## config.mk

```make
export PLATFORM = sky130hd
export DESIGN_NAME = mem_bus_arbiter
export DESIGN_NICKNAME = d
export VERILOG_FILES = /design/src/rtl/mem_bus_arbiter.sv
export SDC_FILE = /design/constraint.sdc
export NUM_CORES = 1
export LEC_CHECK = 0
export CAP_MARGIN = 20
export CORE_AREA = 2 2 141 143
export CTS_CLUSTER_DIAMETER = 40
export DETAILED_ROUTE_END_ITERATION = 10
export DIE_AREA = 0 0 143 145
export GPL_TIMING_DRIVEN = 0
export PLACE_DENSITY = 0.69
export SLEW_MARGIN = 20
export SYNTH_ARGS = -nofsm -noshare
export SYNTH_HDL_FRONTEND = slang
export SYNTH_SLANG_ARGS = --single-unit
```

## constraint.sdc

```tcl
create_clock -name clk -period 1.8 [get_ports clk]
set_input_delay 0.36 -clock clk [delete_from_list [all_inputs] [get_ports clk]]
set_output_delay 0.36 -clock clk [all_outputs]
set_load 0.01 [all_outputs]
```

## src/rtl/mem_bus_arbiter.sv

```systemverilog
// ---------------------------------------------------------------------------
// mem_bus_arbiter
//   Arbitrates NUM_MASTERS request ports onto a single memory port. One
//   transaction is in flight at a time: the winner is latched in IDLE, the
//   memory request is raised in ISSUE and held through WAIT until mem_ack
//   arrives or the timeout counter expires. Every output is registered.
//
// Parameters
//   NUM_MASTERS  number of requesting masters (2..8)
//   ADDR_W       address width
//   DATA_W       data width
//   ARB_MODE     0 = fixed priority (index 0 highest), 1 = round-robin
//   TIMEOUT      cycles allowed in WAIT before an error pulse (>= 2)
//
// Ports
//   clk, reset                   clock, asynchronous active-low reset
//   m_req_valid, m_rd_wr         per-master request and direction (1 = write)
//   m_rd_addr, m_wr_addr         per-master addresses, master i at slice i
//   m_wr_data                    per-master write data, master i at slice i
//   m_rd_data                    captured memory read data, valid with m_ack
//   m_ack, m_err                 one-hot completion / timeout pulses
//   m_sel                        one-hot current grant, zero when idle
//   mem_rd_addr, mem_wr_addr     memory-side addresses
//   mem_wr_data, mem_rd_wr       memory-side write data and direction
//   mem_req_valid                memory request, held until completion
//   mem_rd_data, mem_ack         memory read data and completion
// ---------------------------------------------------------------------------
module mem_bus_arbiter #(
    parameter int NUM_MASTERS = 2,
    parameter int ADDR_W      = 32,
    parameter int DATA_W      = 32,
    parameter int ARB_MODE    = 0,
    parameter int TIMEOUT     = 16
) (
    input  logic                          clk,
    input  logic                          reset,
    input  logic [NUM_MASTERS-1:0]        m_req_valid,
    input  logic [NUM_MASTERS-1:0]        m_rd_wr,
    input  logic [NUM_MASTERS*ADDR_W-1:0] m_rd_addr,
    input  logic [NUM_MASTERS*ADDR_W-1:0] m_wr_addr,
    input  logic [NUM_MASTERS*DATA_W-1:0] m_wr_data,
    output logic [DATA_W-1:0]             m_rd_data,
    output logic [NUM_MASTERS-1:0]        m_ack,
    output logic [NUM_MASTERS-1:0]        m_err,
    output logic [NUM_MASTERS-1:0]        m_sel,
    output logic [ADDR_W-1:0]             mem_rd_addr,
    output logic [ADDR_W-1:0]             mem_wr_addr,
    output logic [DATA_W-1:0]             mem_wr_data,
    output logic                          mem_rd_wr,
    output logic                          mem_req_valid,
    input  logic [DATA_W-1:0]             mem_rd_data,
    input  logic                          mem_ack
);

    localparam int IDX_W = $clog2(NUM_MASTERS);
    localparam int CNT_W = $clog2(TIMEOUT) + 1;

    typedef enum logic [1:0] {
        ST_IDLE  = 2'd0,
        ST_ISSUE = 2'd1,
        ST_WAIT  = 2'd2
    } state_t;

    state_t                   state_reg, state_next;
    logic [NUM_MASTERS-1:0]   m_sel_reg, m_sel_next;
    logic [NUM_MASTERS-1:0]   m_ack_reg, m_ack_next;
    logic [NUM_MASTERS-1:0]   m_err_reg, m_err_next;
    logic [DATA_W-1:0]        m_rd_data_reg, m_rd_data_next;
    logic [ADDR_W-1:0]        mem_rd_addr_reg, mem_rd_addr_next;
    logic [ADDR_W-1:0]        mem_wr_addr_reg, mem_wr_addr_next;
    logic [DATA_W-1:0]        mem_wr_data_reg, mem_wr_data_next;
    logic                     mem_rd_wr_reg, mem_rd_wr_next;
    logic                     mem_req_valid_reg, mem_req_valid_next;
    logic [CNT_W-1:0]         cnt_reg, cnt_next;
    logic [IDX_W-1:0]         rr_ptr_reg, rr_ptr_next;

    // Unpacked views of the flattened per-master buses.
    logic [ADDR_W-1:0] rd_addr_arr [NUM_MASTERS];
    logic [ADDR_W-1:0] wr_addr_arr [NUM_MASTERS];
    logic [DATA_W-1:0] wr_data_arr [NUM_MASTERS];

    for (genvar gi = 0; gi < NUM_MASTERS; gi++) begin : g_slice
        assign rd_addr_arr[gi] = m_rd_addr[gi*ADDR_W +: ADDR_W];
        assign wr_addr_arr[gi] = m_wr_addr[gi*ADDR_W +: ADDR_W];
        assign wr_data_arr[gi] = m_wr_data[gi*DATA_W +: DATA_W];
    end

    // Winner selection. Round-robin scans upward from the slot after the
    // last grant, wrapping at NUM_MASTERS (which need not be a power of 2).
    logic [IDX_W-1:0] win_idx;
    logic             win_found;

    always_comb begin
        int cand;
        win_idx   = '0;
        win_found = 1'b0;
        cand      = 0;
        if (ARB_MODE == 0) begin
            for (int i = NUM_MASTERS - 1; i >= 0; i--) begin
                if (m_req_valid[IDX_W'(i)]) begin
                    win_idx   = IDX_W'(i);
                    win_found = 1'b1;
                end
            end
        end else begin
            for (int k = 1; k <= NUM_MASTERS; k++) begin
                cand = int'(rr_ptr_reg) + k;
                if (cand >= NUM_MASTERS) begin
                    cand = cand - NUM_MASTERS;
                end
                if (!win_found && m_req_valid[IDX_W'(cand)]) begin
                    win_idx   = IDX_W'(cand);
                    win_found = 1'b1;
                end
            end
        end
    end

    always_comb begin
        state_next         = state_reg;
        m_sel_next         = m_sel_reg;
        m_ack_next         = '0;
        m_err_next         = '0;
        m_rd_data_next     = m_rd_data_reg;
        mem_rd_addr_next   = mem_rd_addr_reg;
        mem_wr_addr_next   = mem_wr_addr_reg;
        mem_wr_data_next   = mem_wr_data_reg;
        mem_rd_wr_next     = mem_rd_wr_reg;
        mem_req_valid_next = mem_req_valid_reg;
        cnt_next           = cnt_reg;
        rr_ptr_next        = rr_ptr_reg;

        case (state_reg)
            ST_IDLE: begin
                if (win_found) begin
                    m_sel_next       = NUM_MASTERS'(1) << win_idx;
                    mem_rd_addr_next = rd_addr_arr[win_idx];
                    mem_wr_addr_next = wr_addr_arr[win_idx];
                    mem_wr_data_next = wr_data_arr[win_idx];
                    mem_rd_wr_next   = m_rd_wr[win_idx];
                    rr_ptr_next      = win_idx;
                    state_next       = ST_ISSUE;
                end
            end
            ST_ISSUE: begin
                mem_req_valid_next = 1'b1;
                cnt_next           = '0;
                state_next         = ST_WAIT;
            end
            ST_WAIT: begin
                // An ack arriving in the final counted cycle still completes
                // normally, so it is tested before the timeout.
                if (mem_ack) begin
                    m_ack_next         = m_sel_reg;
                    m_rd_data_next     = mem_rd_data;
                    mem_req_valid_next = 1'b0;
                    m_sel_next         = '0;
                    state_next         = ST_IDLE;
                end else if (cnt_reg == CNT_W'(TIMEOUT - 1)) begin
                    m_err_next         = m_sel_reg;
                    mem_req_valid_next = 1'b0;
                    m_sel_next         = '0;
                    state_next         = ST_IDLE;
                end else begin
                    cnt_next = cnt_reg + CNT_W'(1);
                end
            end
            default: begin
                state_next = ST_IDLE;
            end
        endcase
    end

    always_ff @(posedge clk or negedge reset) begin
        if (!reset) begin
            state_reg         <= ST_IDLE;
            m_sel_reg         <= '0;
            m_ack_reg         <= '0;
            m_err_reg         <= '0;
            m_rd_data_reg     <= '0;
            mem_rd_addr_reg   <= '0;
            mem_wr_addr_reg   <= '0;
            mem_wr_data_reg   <= '0;
            mem_rd_wr_reg     <= 1'b0;
            mem_req_valid_reg <= 1'b0;
            cnt_reg           <= '0;
            rr_ptr_reg        <= IDX_W'(NUM_MASTERS - 1);
        end else begin
            state_reg         <= state_next;
            m_sel_reg         <= m_sel_next;
            m_ack_reg         <= m_ack_next;
            m_err_reg         <= m_err_next;
            m_rd_data_reg     <= m_rd_data_next;
            mem_rd_addr_reg   <= mem_rd_addr_next;
            mem_wr_addr_reg   <= mem_wr_addr_next;
            mem_wr_data_reg   <= mem_wr_data_next;
            mem_rd_wr_reg     <= mem_rd_wr_next;
            mem_req_valid_reg <= mem_req_valid_next;
            cnt_reg           <= cnt_next;
            rr_ptr_reg        <= rr_ptr_next;
        end
    end

    assign m_sel         = m_sel_reg;
    assign m_ack         = m_ack_reg;
    assign m_err         = m_err_reg;
    assign m_rd_data     = m_rd_data_reg;
    assign mem_rd_addr   = mem_rd_addr_reg;
    assign mem_wr_addr   = mem_wr_addr_reg;
    assign mem_wr_data   = mem_wr_data_reg;
    assign mem_rd_wr     = mem_rd_wr_reg;
    assign mem_req_valid = mem_req_valid_reg;

endmodule

```

# Yosys cells after proc, flatten, opt, wreduce, memory -nomap -nowiden
# Index checks and enable logic that the tools add are counted.
# totals
output_inout_bits	136
regBits	143
in_bits	231
# classes
reduce_logical	9
bitwise_logic	1
n_eq_ne	7
n_mux	30
shift	1
n_lt_le_gt_ge	2
add_sub_neg	1
# ops
op	count
$mux 32	9
$mux 2	9
$mux 5	2
$pmux 5 s2	1
$reduce_and 2->1	4
$mux 1	6
$ne 2x2->1 const B	3
$pmux 2 s3	1
$reduce_and 3->1	2
$add 5x1->5 const B	1
$eq 5x4->1 const B	1
$pmux 2 s2	1
$reduce_bool 2->1	2
$ne 3x3->1 const B	1
$eq 2x1->1 const B	1
$eq 2x2->1 const B	1
$ge 2x2->1 const B	1
$logic_not 2->1	1
$lt 1x2->1 const B	1
$not 1->2	1
$pmux 1 s2	1
$shl 1x1->2 const A	1

# Depth between registers and ports, before layout
# depth
word_depth	5
depth_mapped	7
mapped_depth_nobuf	6

# Least setup slack after synthesis
# OpenSTA, ideal clock, no wires.
# synth_path
kind	flip-flop to flip-flop
from	register cnt_reg[0]
to	register cnt_reg[3]
path_slack_ns	-0.020
t_arrival_ns	1.696
path_stages_with_launch	7
setup_ns	0.124
t_required_ns	1.676
synth_period_minus_slack_ns	1.820
cell_sequence	dfrtp_1 > ha_1 > and3_1 > ha_1 > or2_1 > o211a_1 > a211o_1
# synth_between
elab_chain_cells	4
word_cells_on_any_way	7
cone_classes	1 x add/sub; 2 x eq/ne; 3 x mux; 1 x reduce/logical
# synth_rtl
item	line	text
from (decl)	74	logic [CNT_W-1:0] cnt_reg, cnt_next;
from (signal assigned)	199	cnt_reg <= cnt_next;
$add 5x1->5	165	cnt_next = cnt_reg + CNT_W'(1);
$mux 5	159	end else if (cnt_reg == CNT_W'(TIMEOUT - 1)) begin
$mux 5	153	if (mem_ack) begin
$pmux 5 s2	133	case (state_reg)
# Several ways; a longest one is shown, not always the timed one. The select of a mux whose other input is x is not followed.
# A chain may end at the register's enable or synchronous reset.

# Final worst setup path
# Ends and elaborated chain as after synthesis.

==> flow_metrics.tcl <==
set metrics [dict create \
    status "completed" \
    dr.first_iter.drc_count 71 \
    dr.pass1.iters 4 \
    synth_area_leader_cell "dfrtp_1" \
    hpwl_um 11850 \
    cts_buffers 17 \
    htree_levels 4 \
    slowest_stage "dfrtp_1" \
    synthDistinctLibCells 27 \
    io_pins 367 \
    die_w_um 143 \
    rsz0062_at_grt "yes" \
    dieArea_mm2 0.02074 \
    r2r-end "cnt_reg[3]$_DFFE_PN0P_" \
    cp_data_arrival_time_ps 2050 \
    ctsRootBufferMaster "clkbuf_16" \
    ant_nets 0 \
    ff2ff_path_depth 6 \
    r2r-start "cnt_reg[0]$_DFFE_PN0P_" \
    finalSetupTns_ps 0 \
    port_buffers 264 \
    hold_ws_ps 472.4 \
    endpoint_kind "register" \
    grt_max_degree 81 \
    cts_tree "done" \
    die_h_um 145 \
    synth_top_cell_area_share_pct 65.19 \
    grt.total_usage_pct 14.82 \
    vdd_drop_max_uv 752.3 \
    grt_pass1_wl_um 23600 \
    finalWirelength_um 15260 \
    cp_max_fo 5 \
    period_needed_ps 1755 \
    synth.area.top_cells "dfrtp_1 65%, mux2_2 27%, ha_1 1.4%" \
    finalSetupViolCount 0 \
    cap_violations 0 \
    drive_above_1_share_pct 30.03 \
    cp-start-kind "register" \
    worst_slack_ps 45.44 \
    power_density_mw_per_mm2 1863 \
    r2r_setup_slack_ps 50 \
    fin_skew_ps 10.68 \
    coreArea_mm2 0.01921 \
    yosysWarnings 0 \
    avgRoutedWirePerCell_um 16.94 \
    path_clk_slew_ps 60 \
    fmax_mhz 569.9 \
    num_vias 3844 \
    area_delta_synth_final_pct 69.64 \
    vias_per_cell 4.266 \
    crit_type "reg -> reg" \
    final_hold_viol_count 0 \
    worstPathRequired_ps 2100 \
    diodes 0 \
    place_ws_ps -132.1 \
    synth_area_mm2 0.005374 \
    grt_pass1_vias 4188 \
    power_mw 16.98 \
    gr-total-overflow 0 \
    synth_seq_cells 140 \
    gp_congestion 0.7953 \
    clk_path_buf_depth 2 \
    fin_nets 861 \
    synthCells 334 \
    syn_avg_cell_area_um2 16.09 \
    p_leak_nw 3.786 \
    yosysSeqAreaShare_pct 65.19 \
    worstPathCellList "ha_2, and3_4, ha_4, or2_4, o211a_1, a211o_1" \
    worstSkewPairLatency_ps 410 \
    finalCritPeriodShare_pct 97.48 \
    antenna_found_initial 0 \
    hold_path.class "in -> async" \
    max_stage_delay_ps 400 \
    rows 51 \
    clock_sinks 140 \
    fillers 1665 \
    initial_utilization_pct 27.98 \
    drc_errors 0 \
    slew_violations 0 \
]
==> critical path, delay by kind of cell (launching register included) <==
family | cells | cell delay (ps)
compound gates | 2 | 410
fa+ha+maj | 2 | 380
flops | 1 | 400
simple gates | 2 | 450
==> metal layers <==
layer | wire [um] | GRT usage, % | vias to the layer above
li1 | - | - | 1751
met1 | 6022 | 17.18 | 1911
met2 | 7750 | 25.29 | 168
met3 | 1275 | 5.446 | 14
met4 | 211 | 4.653 | 0
met5 | 0 | 0 | -
==> how the worst max path moves through the flow <==
stage	startpoint	endpoint	depth (start not counted)
floorplan	cnt_reg[0]$_DFFE_PN0P_	cnt_reg[3]$_DFFE_PN0P_	6
global placement	reset	mem_rd_addr[20]$_DFFE_PN0N_	1
detailed placement	mem_ack	m_rd_data[9]$_DFFE_PN0P_	4
CTS	state_reg[0]$_DFFE_PN0P_	m_rd_data[30]$_DFFE_PN0P_	6
global route	cnt_reg[1]$_DFFE_PN0P_	cnt_reg[3]$_DFFE_PN0P_	6
finish	cnt_reg[0]$_DFFE_PN0P_	cnt_reg[3]$_DFFE_PN0P_	6
==> kinds of logic (layout without fill, tap and decap cells) <==
kind of cell / after synthesis / count (layout) / share of synthesized area (%)
AO/OA/AOI/OAI: 11 / 11 / 1.397
adder cells (fa/ha/maj): 6 / 6 / 1.397
buffers and inverters: 24 / 324 / 2.375
flip-flops: 140 / 140 / 65.19
multiplexers: 131 / 131 / 27.45
other: 1 / 3 / 0.06978
AND/OR/NAND/NOR: 21 / 21 / 2.119
==> layout make-up <==
class                   count  area [um2]  share of cell area (%)
flip-flops and latches    140        3505                   38.44
repair buffers            269        2710                   29.73
multi-input cells         172        1780                   19.53
clock buffers              18       429.2                   4.708
well taps                 265       331.6                   3.637
clock inverters            13       215.2                   2.361
plain buffers              19       126.4                   1.386
inverters                   5       18.77                  0.2059
==> through the flow <==
stage / instance area, um2 / instances / utilization, %
6_report: 9116 / 901 / 47.46
5_1_grt: 9116 / 901 / 47.46
4_1_cts: 9074 / 898 / 47.24
3_5_place_dp: 8393 / 866 / 43.70
3_3_place_gp: 8361 / 865 / 43.53
2_1_floorplan: 5386 / 336 / -
==> power breakdown <==
group          total [mW]  switching (mW)  leakage (nW)  internal (mW)
clock network        3.83            1.37         0.311           2.47
logic                7.61            2.91          1.82           4.70
registers            5.54           0.823          1.65           4.72
==> cell usage after synthesis, drive strengths merged <==
cell type    n
and3         2
conb         1
nand4b       1
o211a        1
a211o        1
nand3b       1
or2          1
o311ai       1
a21o         1
a21oi        1
dfrtp      140
nand3        2
nand2        8
nand4        2
mux2       131
clkbuf       2
ha           6
buf         17
o21ai        4
and4b        1
o211ai       2
nor2         2
nor4         1
inv          5
==> cells in the final DEF (no fill, tap or decap), types with 5 or more instances in the layout <==
| cell type | synthesis | routed |
|---|---|---|
| buf_2 | 11 | 7 |
| clkdlybuf4s50_1 | 0 | 262 |
| inv_1 | 5 | 5 |
| clkbuf_16 | 0 | 17 |
| buf_4 | 6 | 10 |
| nand2_1 | 8 | 7 |
| dfrtp_1 | 140 | 139 |
| bufinv_16 | 0 | 5 |
| mux2_2 | 131 | 131 |
==> timing repair <==
item | CTS | global route
setup endpoints to repair | 34 | 54
endpoints found under the hold margin | 60 | 0
resized for setup | 7 | 6
pin swaps | 2 | 2
setup buffers | 0 | 3
hold buffers | 1 | 0
Note: power is estimated with default switching activity, not from simulation.
